==> config.mk <==
export PLATFORM = sky130hd
export DESIGN_NAME = user_bp_dir_seq
export DESIGN_NICKNAME = d
export VERILOG_FILES = /design/src/rtl/user_bp_dir_seq.sv
export SDC_FILE = /design/constraint.sdc
export NUM_CORES = 1
export LEC_CHECK = 0
export CAP_MARGIN = 20
export CORE_MARGIN = 2
export CORE_UTILIZATION = 46
export DETAILED_ROUTE_END_ITERATION = 8
export PLACE_DENSITY = 0.79
export SLEW_MARGIN = 30
export SYNTH_ARGS = -nofsm -noshare
export SYNTH_HDL_FRONTEND = slang
export SYNTH_SLANG_ARGS = --single-unit
==> constraint.sdc <==
create_clock -name clk -period 2.29 [get_ports clk]
set_input_delay 0.458 -clock clk [delete_from_list [all_inputs] [get_ports clk]]
set_output_delay 0.458 -clock clk [all_outputs]
set_load 0.01 [all_outputs]
==> src/rtl/user_bp_dir_seq.sv <==
// user_bp_dir_seq
// Backplane direction sequencer. Sits between the CPU-written backplane
// direction/output registers and the pad drivers. Direction changes are
// applied break-before-make: a pin drops to input one cycle after its request
// falls, but a pin only becomes an output after a programmable dead time. This
// avoids drive contention with the partner card during bus turnaround.
//
// Ports
//   clk          system clock, rising edge
//   rst_n        synchronous reset, active-low
//   req_dir      requested direction per pin, 1 = drive
//   req_out      requested output level per pin
//   force_in     emergency release, all pins input while high
//   bp_dir       applied direction to pad drivers, 1 = drive
//   bp_out       output level to pad drivers (1-cycle register of req_out)
//   busy         high while an engagement is pending (state != IDLE)
//   engage_pulse one-cycle pulse in the cycle after an engagement is applied
module user_bp_dir_seq #(
    parameter int nr_backplane_ios = 16,
    parameter int dead_cycles      = 8
) (
    input  logic                        clk,
    input  logic                        rst_n,
    input  logic [nr_backplane_ios-1:0] req_dir,
    input  logic [nr_backplane_ios-1:0] req_out,
    input  logic                        force_in,
    output logic [nr_backplane_ios-1:0] bp_dir,
    output logic [nr_backplane_ios-1:0] bp_out,
    output logic                        busy,
    output logic                        engage_pulse
);

    localparam int cnt_width = $clog2(dead_cycles + 1);
    localparam logic [cnt_width-1:0] dead_load = cnt_width'(dead_cycles - 1);

    typedef enum logic [1:0] {
        IDLE,
        DEAD,
        ENGAGE
    } state_t;

    state_t                        state_reg;
    state_t                        state_next;
    logic [cnt_width-1:0]          counter_reg;
    logic [cnt_width-1:0]          counter_next;
    logic [nr_backplane_ios-1:0]   target_reg;
    logic [nr_backplane_ios-1:0]   target_next;
    logic [nr_backplane_ios-1:0]   dir_reg;
    logic [nr_backplane_ios-1:0]   dir_next;
    logic [nr_backplane_ios-1:0]   out_reg;
    logic [nr_backplane_ios-1:0]   eng_mask;
    logic [nr_backplane_ios-1:0]   eng;
    // applied_reg marks the edge on which ENGAGE took effect; the pulse is
    // emitted one cycle later from it.
    logic                          applied_reg;
    logic                          applied_next;
    logic                          pulse_reg;
    logic                          pulse_next;

    // Pins requested as output that are not yet driven.
    assign eng = req_dir & ~dir_reg;

    always_comb begin
        state_next   = state_reg;
        counter_next = counter_reg;
        target_next  = target_reg;
        applied_next = 1'b0;
        eng_mask     = '0;

        case (state_reg)
            IDLE: begin
                if (|eng) begin
                    target_next  = eng;
                    counter_next = dead_load;
                    state_next   = DEAD;
                end
            end
            DEAD: begin
                // Requests arriving now are deliberately not merged into
                // target; they get their own full dead time from IDLE.
                if (counter_reg == '0) begin
                    state_next = ENGAGE;
                end else begin
                    counter_next = counter_reg - cnt_width'(1);
                end
            end
            ENGAGE: begin
                eng_mask     = target_reg;
                applied_next = 1'b1;
                target_next  = '0;
                state_next   = IDLE;
            end
            default: begin
                state_next = IDLE;
            end
        endcase

        if (force_in) begin
            state_next   = IDLE;
            counter_next = '0;
            target_next  = '0;
            applied_next = 1'b0;
            eng_mask     = '0;
        end
    end

    // A pin is driven next cycle only if it is still requested; this both
    // releases dropped pins immediately and stops withdrawn target bits from
    // engaging.
    generate
        for (genvar gi = 0; gi < nr_backplane_ios; gi++) begin : g_pin
            assign dir_next[gi] = ~force_in & req_dir[gi] & (dir_reg[gi] | eng_mask[gi]);
        end
    endgenerate

    assign pulse_next = applied_reg & ~force_in;

    always_ff @(posedge clk) begin
        if (!rst_n) begin
            state_reg   <= IDLE;
            counter_reg <= '0;
            target_reg  <= '0;
            dir_reg     <= '0;
            out_reg     <= '0;
            applied_reg <= 1'b0;
            pulse_reg   <= 1'b0;
        end else begin
            state_reg   <= state_next;
            counter_reg <= counter_next;
            target_reg  <= target_next;
            dir_reg     <= dir_next;
            out_reg     <= req_out;
            applied_reg <= applied_next;
            pulse_reg   <= pulse_next;
        end
    end

    assign bp_dir       = dir_reg;
    assign bp_out       = out_reg;
    assign busy         = (state_reg != IDLE);
    assign engage_pulse = pulse_reg;

endmodule
# ---- Word level (Yosys, flattened, before mapping)
# Cells that the tools add are included.
dict set report op_classes {
  mux 11
  eq_ne 5
  n_bitwise 53
  add_sub_neg 1
  reduce_logical 10
}
# operator n
set ops {}
lappend ops {{2-to-1 mux 16 bit} 3}
lappend ops {{bitwise AND 1 bit} 33}
lappend ops {{case mux 16 bit (2 select lines)} 1}
lappend ops {{bitwise AND 16 bit} 1}
lappend ops {{NOT 16 bit} 1}
lappend ops {{bitwise OR 1 bit} 16}
lappend ops {{OR reduction 16 bit} 1}
lappend ops {{2-to-1 mux 4 bit} 2}
lappend ops {{case mux 4 bit (2 select lines)} 1}
lappend ops {{inequality test 2 bit, second input constant} 3}
lappend ops {{nonzero test 2 bit} 3}
lappend ops {{zero test 4 bit} 1}
lappend ops {{2-to-1 mux 2 bit} 2}
lappend ops {{case mux 2 bit (2 select lines)} 1}
lappend ops {{AND reduction 2 bit} 2}
lappend ops {{subtractor 4 x 1 -> 4 bit, second input constant} 1}
lappend ops {{AND reduction 3 bit} 1}
lappend ops {{== test 2 x 1 -> 1 bit, second input constant} 1}
lappend ops {{== test 2 bit, second input constant} 1}
lappend ops {{zero test 2 bit} 1}
lappend ops {{NOT 1 bit} 2}
lappend ops {{OR reduction 2 bit} 1}
lappend ops {{2-to-1 mux 1 bit} 1}
dict set report word_totals {
  output_inout_bits 34
  register_bits 56
  inputBits 35
  word_cells 87
}

# ---- Longest topological paths before layout
# Gate-level depths: netlist of the first run.
dict set report logic_depth {
  depth_word 5
  depth_mapped 7
}

# ---- Worst setup path before layout of the first run
# OpenSTA, ideal clock, no wires.
dict set report synth_path {
  path_kind {flip-flop to flip-flop}
  from {register counter_reg[0]}
  to {register counter_reg[0]}
  path_stages_with_launch 7
  path_buffers 0
  slack_ns 0.677
  setup_ns 0.115
  arrival_ns 1.498
  path_cell_list {dfxtp_1 inv_1 ha_1 or3b_2 and2_1 a21o_2 o21a_1}
}
dict set report synth_via {
  elab_chain_cells 3
  elab_cells_between_ends 6
  cone_classes {add/sub: 1; eq/ne: 1; mux: 2; reduce/logical: 2}
}
# item line
set synth_rtl {}
lappend synth_rtl {{start: declaration} 44} ;# logic [cnt_width-1:0] counter_reg;
lappend synth_rtl {{start signal: assignment} 129} ;# counter_reg <= counter_next;
lappend synth_rtl {{subtractor 4 x 1 -> 4 bit / zero test 4 bit (equally long branches)} {84, 81}}
lappend synth_rtl {{2-to-1 mux 4 bit / inequality test 2 bit (equally long branches)} --}
lappend synth_rtl {{case mux 4 bit (2 select lines) / AND reduction 3 bit (equally long branches)} --}
# Several ways; a longest one is shown, not always the timed one. The select of a mux whose other input is x is not followed.
# A chain may end at the register's enable or synchronous reset.

# ---- Worst setup path in the final report of the first run
dict set report layout_path {
  from {register state_reg[1]}
  to {output port busy}
}
dict set report layout_via {
  elab_chain_cells 1
}
# item line
set layout_rtl {}
lappend layout_rtl {{start: declaration} 42} ;# state_t state_reg;
lappend layout_rtl {{start signal: assignment} 128} ;# state_reg <= state_next;
lappend layout_rtl {{nonzero test 2 bit} 140} ;# assign busy = (state_reg != IDLE);
lappend layout_rtl {{end: declaration} 29} ;# output logic busy,
# No other way between the ends.

==> flow_summary_export.csv, run 1 <==
group,metric,value,unit
run_status,outcome,"complete, no violations",
clocking,htreeDepth,2,
timing,final_hold_viol_count,0,
global_routing,grt_max_degree,20,
layout,diodes,0,
synthesis,syn_inst,201,
route,drtIter0Drc,90,
route,drcViolationCount,0,
worst_setup_path,required,1830,ps
power_and_ir_drop,p_total,1792,uW
worst_setup_path,r2r-start,"counter_reg[0]",
power_and_ir_drop,netSwitchingFraction,0.2238,
layout,drive_gt1_frac,0.1564,
clocking,cts-buffers-inserted,5,
global_routing,antenna_found_initial,0,
global_routing,grt-ovfl-total,0,
power_and_ir_drop,clkPwrFrac,0.305,
die,start_util,0.4750,
synthesis,async_flop_share,0,
clocking,clock_sinks,56,
layout,post-route-util,0.6543,
power_and_ir_drop,power_leakage,0.001246,uW
placed_design,io_buffers,68,
power_and_ir_drop,switching_power,401.0,uW
timing,finalClockSkew,6.146,ps
timing,setup_viol,0,
power_and_ir_drop,p_int,1391,uW
layout,syn_to_final_growth,37.76,%
synthesis,yosysTopAreaCellShare,0.4997,
power_and_ir_drop,comb_power_share,0.122,
synthesis,ys_ff_latch,56,
worst_setup_path,cp_max_fo,8,
layout,layout_common_cells,"clkdlybuf4s50_1, dfxtp_1, nor2b_1",
power_and_ir_drop,ir_drop,315.4,uV
power_and_ir_drop,powerDensity,579.8,nW/um^2
layout,fillerInstances,362,
synthesis,synth_cell_type_count,35,
timing,period_share,0.8954,
clocking,clk_pin_slew,90,ps
die,die_x,73.84,um
min_path,hold_path.startpoint,"applied_reg",
route,route.vias.total,1716,
die,rows,25,
timing,max_freq,487.7,MHz
timing,rsz0062_at_grt,"false",
placed_design,dp_hpwl,3333,um
timing,whs,438.0,ps
global_routing,grt_usage,0.1820,
power_and_ir_drop,seq_power_share,0.573,
timing,maxSlewHeadroom,0.5668,
synthesis,yosys-top-cells-area,"dfxtp_1, a22o_1, nor2b_1",
synthesis,yosys.area.top_type,"dfxtp_1",
worst_setup_path,timing.rr.end,"counter_reg[0]",
die,core-area,4723,um^2
layout,fin_nets,310,
worst_setup_path,arrival,1590,ps
clocking,cts-root-buf,"clkbuf_8",
synthesis,synth_edf_count,0,
worst_setup_path,end_kind,"output port",
worst_setup_path,reg2reg_depth,6,
die,die_area,5452,um^2
placed_design,gp_congestion,0.6898,
route,postRouteAntennaNets,0,
worst_setup_path,start_kind,"register",
min_path,hold_class,"reg2reg",
route,wl_per_cell,13.13,um
timing,period_minus_slack,2050,ps
worst_setup_path,worstSetupPathType,"reg2out",
clocking,clock_latency,300,ps
synthesis,syn-num-nets,237,
route,drt_first_pass_iters,4,
clocking,cts_tree,"done",
min_path,worstHoldPathCells,1,
die,dieHeight,73.84,um
synthesis,synth.avg_cell_area,11.16,um^2
global_routing,grt_pass1_vias,1675,
layout,layout_commonest_cell,"clkdlybuf4s50_1",
timing,worstMarginPinSlew,649.1,ps
route,routed_via_density,5.018,
route,drt-total-wl,4492,um
clocking,cts.hold.buffers_added,0,
synthesis,ys_seq_area_frac,0.4997,
clocking,postCtsSetupBuffers,0,
timing,final.setup.tns,0,ps
synthesis,synth_area,2243,um^2
global_routing,grt_pass1_wl,7755,um
run,cap_violations,0,
die,boundaryPins,69,
min_path,holdPathEnd,"engage_pulse",
timing,drv_slew,0,
clocking,cts_buffer_depth,2,
worst_setup_path,reg2reg_slack,550,ps
synthesis,synthFlopType,"dfxtp_1",
clocking,cts_resized,0,
synthesis,synth_warnings,0,
## worst max path at each step
stage / from / end / slack (ps) / cells past startpoint
5_1_grt: state_reg[1] / busy / 170 / 3
3_5_place_dp: rst_n / target_reg[2] / 90 / 6
2_1_floorplan: counter_reg[0] / counter_reg[0] / 680 / 6
4_1_cts: state_reg[1] / busy / 240 / 3
3_3_place_gp: force_in / target_reg[2] / 30 / 5
6_report: state_reg[1] / busy / 240 / 3
## final cells by class
cell class | count | area, um^2 | share of cell area
clock buffers | 7 | 86.33 | 0.02794
clock inverters | 1 | 7.507 | 0.002429
multi-input cells | 133 | 1047 | 0.3389
well taps | 67 | 83.83 | 0.02713
inverters | 3 | 11.26 | 0.003644
flip-flops and latches | 56 | 1121 | 0.3628
repair buffers | 75 | 733.2 | 0.2372
## power by group through the flow
stage / combinational (uW) / clock [uW] / sequential, uW
after floorplan: 105 / 0 / 1050
after global placement: 215 / 0 / 1050
after detailed placement: 219 / 0 / 1050
after CTS: 220 / 562 / 1030
after global routing: 237 / 608 / 1030
final: 219 / 547 / 1030
## cells by family (layout without fill, tap and decap cells)
| family | count (synthesis) | count (layout) | synth area share |
|---|---|---|---|
| flip-flops | 56 | 56 | 0.4997 |
| AO/OA/AOI/OAI | 59 | 59 | 0.2052 |
| AND/OR/NAND/NOR | 73 | 73 | 0.2549 |
| buffers and inverters | 12 | 86 | 0.03458 |
| adder cells (fa/ha/maj) | 1 | 1 | 0.005576 |
## through the flow
step,instance area (um^2),worst slack [ps],cells
after detailed placement,2997,87.49,334
after global placement,2994,31.91,334
final,3090,239.6,342
after CTS,3090,235.7,342
after floorplan,2243,677.1,201
after global routing,3090,170.6,342
## per-layer routing
layer	GRT usage	share of wire	up-vias
met5	0	0	-
met4	0.08687	0.024	0
met3	0.04252	0.030	10
met2	0.2996	0.50	31
met1	0.2229	0.45	822
li1	-	-	853
## synth_stat cells (3+ instances only)
cell type,count
nor2b_1,21
a22oi_1,16
a21o_2,7
a21o_1,11
nor2b_2,6
dfxtp_1,56
a22o_1,15
a21oi_1,5
clkbuf_1,3
inv_1,3
buf_6,4
nor2b_4,3
and2_1,20
## worst max-delay path: stages (launching register included)
cell and delay, ps:
dfxtp_1 530, nor2_1 120, inv_1 100, clkdlybuf4s50_1 550
Note: power is estimated with default switching activity, not from simulation.
==> run 2: changes to the inputs <==
- GPL_ROUTABILITY_DRIVEN: default -> 0
==> results of run 2 <==
Final layout, timing and power as in run 1 (identical DEF).
